--- config.mk ---
export PLATFORM = sky130hd
export DESIGN_NAME = nios2vga_sysid_ext
export DESIGN_NICKNAME = d
export VERILOG_FILES = /design/src/rtl/nios2vga_sysid_ext.sv
export SDC_FILE = /design/constraint.sdc
export NUM_CORES = 1
export LEC_CHECK = 0
export CAP_MARGIN = 25
export CORE_MARGIN = 2
export CORE_UTILIZATION = 50
export DETAILED_ROUTE_END_ITERATION = 7
export HOLD_SLACK_MARGIN = 0.08
export PLACE_DENSITY_LB_ADDON = 0.15
export SLEW_MARGIN = 20
export SYNTH_ARGS = -nofsm -noshare
export SYNTH_HDL_FRONTEND = slang
export SYNTH_SLANG_ARGS = --single-unit
--- constraint.sdc ---
create_clock -name clock -period 2.68 [get_ports clock]
set_clock_uncertainty 0.2 [all_clocks]
set_input_delay 0.536 -clock clock [delete_from_list [all_inputs] [get_ports clock]]
set_output_delay 0.536 -clock clock [all_outputs]
set_load 0.02 [all_outputs]
--- src/rtl/nios2vga_sysid_ext.sv ---
// System-ID / housekeeping Avalon-MM slave: ID, timestamp, scratch, 64-bit cycle
// counter with atomic high-word snapshot, seconds counter and control word.
module nios2vga_sysid_ext #(
    parameter logic [31:0] SYSTEM_ID     = 32'h52D6_0B08,
    parameter logic [31:0] TIMESTAMP     = 32'h0000_0000,
    parameter int unsigned CLK_FREQ_HZ   = 50_000_000,
    parameter logic [31:0] SCRATCH_RESET = 32'h0000_0000
) (
    input  logic        clock,
    input  logic        reset_n,
    input  logic [2:0]  address,
    input  logic        read,
    input  logic        write,
    input  logic [31:0] writedata,
    input  logic [3:0]  byteenable,
    output logic [31:0] readdata,
    output logic        readdatavalid
);
    localparam logic [2:0]  A_ID      = 3'd0;
    localparam logic [2:0]  A_TSTAMP  = 3'd1;
    localparam logic [2:0]  A_SCRATCH = 3'd2;
    localparam logic [2:0]  A_CYC_LO  = 3'd3;
    localparam logic [2:0]  A_CYC_HI  = 3'd4;
    localparam logic [2:0]  A_SECONDS = 3'd5;
    localparam logic [2:0]  A_CONTROL = 3'd6;
    localparam logic [2:0]  A_FREQ    = 3'd7;
    localparam logic [31:0] FREQ_W    = 32'(CLK_FREQ_HZ);
    localparam logic [31:0] PRESC_MAX = 32'(CLK_FREQ_HZ - 1);

    function automatic logic [31:0] byte_merge(input logic [31:0] old_v,
                                               input logic [31:0] new_v,
                                               input logic [3:0]  be);
        logic [31:0] res;
        for (int i = 0; i < 4; i++) begin
            res[8*i +: 8] = be[i] ? new_v[8*i +: 8] : old_v[8*i +: 8];
        end
        return res;
    endfunction

    logic [31:0] scratch_q, scratch_d;
    logic [63:0] cyc_q, cyc_d;
    logic [31:0] snap_q, snap_d;
    logic [31:0] presc_q, presc_d;
    logic [31:0] sec_q, sec_d;
    logic        freeze_q, freeze_d;
    logic        clr_q, clr_d;
    logic [31:0] rdata_q, rdata_d;
    logic        rvld_q, rvld_d;
    logic [31:0] rd_mux;
    logic        wr_ctrl;

    always_comb begin
        rd_mux = 32'd0;
        case (address)
            A_ID:      rd_mux = SYSTEM_ID;
            A_TSTAMP:  rd_mux = TIMESTAMP;
            A_SCRATCH: rd_mux = scratch_q;
            A_CYC_LO:  rd_mux = cyc_q[31:0];
            A_CYC_HI:  rd_mux = snap_q;
            A_SECONDS: rd_mux = sec_q;
            A_CONTROL: rd_mux = {30'd0, freeze_q, 1'b0};
            A_FREQ:    rd_mux = FREQ_W;
            default:   rd_mux = 32'd0;
        endcase
    end

    always_comb begin
        rdata_d   = read ? rd_mux : rdata_q;
        rvld_d    = read;
        scratch_d = scratch_q;
        if (write && address == A_SCRATCH) begin
            scratch_d = byte_merge(scratch_q, writedata, byteenable);
        end
        // Only lane 0 carries the live control bits; the clear is a one-cycle pending pulse.
        wr_ctrl  = write && (address == A_CONTROL) && byteenable[0];
        freeze_d = wr_ctrl ? writedata[1] : freeze_q;
        clr_d    = wr_ctrl && writedata[0];

        cyc_d   = cyc_q;
        presc_d = presc_q;
        sec_d   = sec_q;
        snap_d  = snap_q;
        if (read && address == A_CYC_LO) begin
            snap_d = cyc_q[63:32];
        end
        // Clear overrides both the snapshot load and counting, even while frozen.
        if (clr_q) begin
            cyc_d   = 64'd0;
            presc_d = 32'd0;
            sec_d   = 32'd0;
            snap_d  = 32'd0;
        end else if (!freeze_q) begin
            cyc_d = cyc_q + 64'd1;
            if (presc_q >= PRESC_MAX) begin
                presc_d = 32'd0;
                sec_d   = sec_q + 32'd1;
            end else begin
                presc_d = presc_q + 32'd1;
            end
        end
    end

    always_ff @(posedge clock or negedge reset_n) begin
        if (!reset_n) begin
            scratch_q <= SCRATCH_RESET;
            cyc_q     <= 64'd0;
            snap_q    <= 32'd0;
            presc_q   <= 32'd0;
            sec_q     <= 32'd0;
            freeze_q  <= 1'b0;
            clr_q     <= 1'b0;
            rdata_q   <= 32'd0;
            rvld_q    <= 1'b0;
        end else begin
            scratch_q <= scratch_d;
            cyc_q     <= cyc_d;
            snap_q    <= snap_d;
            presc_q   <= presc_d;
            sec_q     <= sec_d;
            freeze_q  <= freeze_d;
            clr_q     <= clr_d;
            rdata_q   <= rdata_d;
            rvld_q    <= rvld_d;
        end
    end

    assign readdata      = rdata_q;
    assign readdatavalid = rvld_q;
endmodule

# Word-level counts from Yosys, hierarchy flattened
# Cells that the tools add are included.
[op_classes] n_addsub=3 n_lt_le_gt_ge=1 n_eq_ne=8 muxes=11 reduce_logical=13
[op_table] operator="two-way mux 32 bit" n=8
[op_table] operator="case mux 32 bit (8 select lines)" n=1
[op_table] operator="two-way mux 64 bit" n=2
[op_table] operator="adder 32 x 1 -> 32 bit (second input constant)" n=2
[op_table] operator="adder 64 x 1 -> 64 bit (second input constant)" n=1
[op_table] operator="greater-or-equal comparator 32 x 26 -> 1 bit (second input constant)" n=1
[op_table] operator="equality test 3 bit (second input constant)" n=4
[op_table] operator="AND reduction 2 bit" n=5
[op_table] operator="equality test 3 x 2 -> 1 bit (second input constant)" n=2
[op_table] operator="logical AND 1 bit" n=5
[op_table] operator="nonzero test 2 bit" n=2
[op_table] operator="equality test 3 x 1 -> 1 bit (second input constant)" n=1
[op_table] operator="logical NOT 3 bit" n=1
[op_table] operator="inequality test 2 x 1 -> 1 bit (second input constant)" n=1
[word_totals] ff_bits=227 inputBits=43 elab_cells=48

# Depth between registers and ports, before layout
[logic_depth] ltp_word=4 depth_mapped=8 depth_no_buf=6

# Least setup slack after synthesis
# Ideal clock, no wire load.
[synth_timing] path_type="flip-flop to flip-flop" start="register presc_q[0]" end="register sec_q[5]" setup_time_ns=0.128 t_arrival_ns=1.902 required_time_ns=2.352 path_slack_ns=0.451 stages_incl_launch_ff=8 path_buffers=1 synth_period_minus_slack_ns=2.229 path_cell_list="dfrtp_1 -> ha_1 -> nand2_1 -> o211ai_1 -> a311oi_1 -> clkbuf_1 -> nor4_1 -> mux2_1"
[synth_between] elab_chain_len=3
[synth_lines] item="from (decl)" line="43" rtl="logic [31:0] presc_q, presc_d;"
[synth_lines] item="from (signal assigned)" line="118" rtl="presc_q <= presc_d;"
[synth_lines] item="greater-or-equal comparator 32 x 26 -> 1 bit" line="94" rtl="if (presc_q >= PRESC_MAX) begin"
[synth_lines] item="nonzero test 2 bit (no source line)"
[synth_lines] item="AND reduction 2 bit (no source line)"
[synth_lines] item="to (signal assigned)" line="109" rtl="sec_q <= 32'd0;"
[synth_lines] item="to (signal assigned)" line="119" rtl="sec_q <= sec_d;"
[synth_lines] item="to (decl)" line="44" rtl="logic [31:0] sec_q, sec_d;"
# Every way passes these cells.
# A chain may end at the register's enable or synchronous reset.

# Worst setup path after layout
[layout_timing] start="register cyc_q[13]" end="register cyc_q[59]"
[layout_between] elab_chain_len=3
[layout_lines] item="from (decl)" line="41" rtl="logic [63:0] cyc_q, cyc_d;"
[layout_lines] item="from (signal assigned)" line="116" rtl="cyc_q <= cyc_d;"
[layout_lines] item="adder 64 x 1 -> 64 bit" line="93" rtl="cyc_d = cyc_q + 64'd1;"
[layout_lines] item="two-way mux 64 bit" line="92" rtl="end else if (!freeze_q) begin"
[layout_lines] item="two-way mux 64 bit" line="87" rtl="if (clr_q) begin"
# Every way passes these cells. The select of a mux whose other input is x is not followed.

==> results by group <==
Outcome
  • Status: finished clean

Synth
  • Mean Syn Cell Area: 10.1 µm²
  • Mapped cell area: approximately 11,000 µm²
  • Async SR Flop Fraction: 100%
  • Mux share of post-synthesis cell area: ~4.7%
  • Syn Inst Count: 1,120
  • Area contributors post-synth: dfrtp_1 50%, a22o_1 3.9%, mux2_2 3.4%
  • XOR/XNOR share of the synthesized area: 3.49%
  • EDFF count, synth: 0
  • Syn Nets: 1,166
  • Synth Area in Compound Gates: between 10% and 20%
  • Post-synthesis adder-cell area fraction: 0.332%
  • Yosys cell types: 62
  • Synth top area share: about 50%
  • Yosys top cell by area: dfrtp_1
  • Primary FF master, synth: dfrtp_1
  • Largest family of logic cells by synthesized area: simple AND/OR/NAND/NOR gates
  • Synthesized flop and latch total: around 230
  • Post-synthesis simple-gate area fraction: between 20% and 30%
  • Register area share after synthesis: between 50 and 60%
  • Yosys warnings: 0

Finish
  • Share of cells above drive strength 1: about an eighth
  • Layout fillers: 1,847
  • Final core utilization: 61.5%
  • Final #Nets: roughly 1,300
  • Post-route insts no fill: around 1,500
  • Synth-to-Final Area Change: 19.9%
  • # diodes: 0

Power and ir drop
  • Pleak: between 0.005 and 0.006 µW
  • Sequential share of power: a little under half
  • Psw: between 2000 and 2500 µW
  • Pint: between 6000 and 7000 µW
  • Comb pwr share: about an eighth
  • Clock power frac: roughly two fifths
  • Switch share: 26.1%
  • VDD IR max: between 400 and 500 µV
  • Power Density: approximately 610 nW/µm²

Detailed routing
  • Routed vias: just under 10,000
  • Routed WL: about 32,000 µm
  • Drt drc: 0
  • Detail Route Antenna Nets: 0
  • Routed len/inst: between 20 and 25 µm
  • Iteration-0 DRC count of the detailed router: 682
  • Routed vias/inst: around 6.4
  • Drt first pass iters: 5

GRT
  • Met3 Use GR: under 10%
  • Initial antenna violation count: 0
  • Gr busiest metal: met1
  • Met2 Use GR: approximately 40%
  • Number of global-route vias before repair: ~8,900
  • GRT Overall Usage: around a quarter
  • Largest net degree at the start of global routing: between 100 and 150
  • Met1 Use GR: a little over 40%
  • Grt total ovfl: 0
  • First-pass GRT wire length: ~50,000 µm

Clock tree
  • Worst skew pair latency: between 500 and 600 ps
  • Post-CTS sizing: 0
  • CTS Buf Count: 26
  • CTS max path bufs: 3
  • Postcts setup bufs: 0
  • Root Buffer: clkbuf_16
  • Clock-pin slew on the worst setup and hold paths: roughly 60 ps
  • CTS Sinks: between 200 and 250
  • CTS Hold Buffers Added: 1
  • CTS tree: built
  • H-Tree Depth: 1

STA
  • Tmin final: about 2500 ps
  • Worst Max-Slew Pin Slew: 539 ps
  • Final Cycle Share: a little over nine tenths
  • Worst hold slack: roughly 280 ps
  • Final Hold Vio Count: 0
  • RSZ-0062 raised after global routing: false
  • Final slew viol count: 0
  • Rel. slew slack: 64.1%
  • Finish-stage setup viols: 0
  • Fmax: 394 MHz
  • Aggregate negative setup slack: 0 ps

Critical path
  • CP arrival: 2790 ps
  • CP startpoint kind: flop
  • Setup CP Type: flop to flop
  • Max FO, Critical Path: 23
  • Crit path required time: ~3000 ps
  • Register-to-Register Path Depth: 6
  • Crit end category: flop

Placed design
  • DP Cell Count: approximately 1,500
  • Post-DP HPWL: roughly 22,000 µm
  • PortBufs: between 70 and 80
  • Final GP Congestion: ~0.9

Floorplan
  • Die Y: roughly 150 µm
  • Core Rows: 54
  • Num ports: 76
  • Chip Width: ~150 µm
  • Initial core utilization: between 50 and 60%
  • Die ar.: 23,800 µm²
  • Core ar.: between 20,000 and 25,000 µm²

Run
  • Max-Cap Viols: 0

Min path
  • WHS Path Cells: 1
  • Worst min path class: flop to flop
==> critical path, cell delays in order (launching register included) <==
cell and delay [ps]:
dfrtp_1 470, nand4_1 280, nor4_4 480, nand3_2 110, buf_4 230, or4_1 520, a21oi_1 150
==> Yosys cell counts (all sizes together) (18+ instances only) <==
cell type,n
clkbuf,57
xor2,34
o21ai,48
nand3,51
a221oi,24
dfrtp,227
or4,33
mux2,40
or3,28
nor2,100
a22o,50
nand4,49
nor2b,22
nand2,66
nor3,19
nor4,18
o31ai,30
a21oi,71
==> per-layer routing <==
layer,part of all wire (%),up-vias
met5,0,-
met1,46,4796
met4,3.5,0
met2,44,341
li1,-,4400
met3,6.3,70
==> path summary, 6_finish.rpt <==
path	startpoint	to	slack, ps
setup / recovery	cyc_q[13]	cyc_q[59]	140
hold / removal	readdata[9]	readdata[9]	280
setup reg to reg	cyc_q[13]	cyc_q[59]	140
hold reg to reg	readdata[9]	readdata[9]	280
max in group asynchronous	reset_n	cyc_q[38]	1170
min in group asynchronous	reset_n	snap_q[15]	340
==> registers in the layout (all words and copies together), names as in the netlist <==
name	flops
readdata	32
scratch_q	32
presc_q	32
snap_q	32
freeze_q	1
cyc_q	64
clr_q	1
readdatavalid	1
sec_q	32
==> cell usage in the layout (no fill, tap or decap), types with 8 or more instances in the layout <==
cell type and n:
a21oi_1 70, a221oi_1 24, a22o_1 50, a22oi_1 11
a31oi_1 10, and3_1 13, buf_12 10, buf_4 54
clkbuf_1 11, clkbuf_16 27, clkdlybuf4s50_1 74, dfrtp_1 226
inv_1 10, mux2_2 34, mux2i_1 8, nand2_1 66
nand3_1 48, nand4_1 47, nor2_1 97, nor2b_1 21
nor3_1 17, nor4_1 14, o21ai_0 41, o2bb2ai_1 12
o31ai_1 30, or3_1 28, or4_1 33, xnor2_1 11
xor2_1 34
==> layout make-up <==
| type | count | area [µm²] | area share [%] |
|---|---|---|---|
| Clock inverter | 2 | 10.0 | 0.0739 |
| Clock buffer | 43 | 786 | 5.80 |
| Inverter | 11 | 41.3 | 0.305 |
| Tap cell | 280 | 350 | 2.59 |
| Sequential cell | 227 | 5680 | 42.0 |
| Multi-Input combinational cell | 808 | 5300 | 39.1 |
| Timing Repair Buffer | 140 | 1370 | 10.1 |
==> stage by stage <==
| step | power, µW | setup WS (ps) | instance area [µm²] |
|---|---|---|---|
| 2_1_floorplan | 4510 | 451 | 11300 |
| 3_3_place_gp | 5000 | -28.0 | 12700 |
| 3_5_place_dp | 5030 | -36.0 | 12700 |
| 4_1_cts | 8390 | 198 | 13500 |
| 5_1_grt | 8650 | 59.7 | 13500 |
| 6_report | 8320 | 142 | 13500 |
==> cell families (layout without fill, tap and decap cells) <==
group	after synthesis	in the layout
muxes	48	48
AOI/OAI and AO/OA	286	286
xor gates and xnor gates	45	45
and+or+nand+nor	426	426
buffers and inverters	85	196
DFF	227	227
adders and majority gates	3	3
==> power groups by stage <==
stage | Sequential (µW) | Combinational [µW] | Clock [µW]
CTS | 3920 | 1060 | 3410
finish | 3930 | 1050 | 3350
global route | 3960 | 1150 | 3530
floorplan | 3950 | 564 | 0
detailed placement | 3980 | 1050 | 0
global placement | 3980 | 1020 | 0
(Power assumes the default switching activity.)
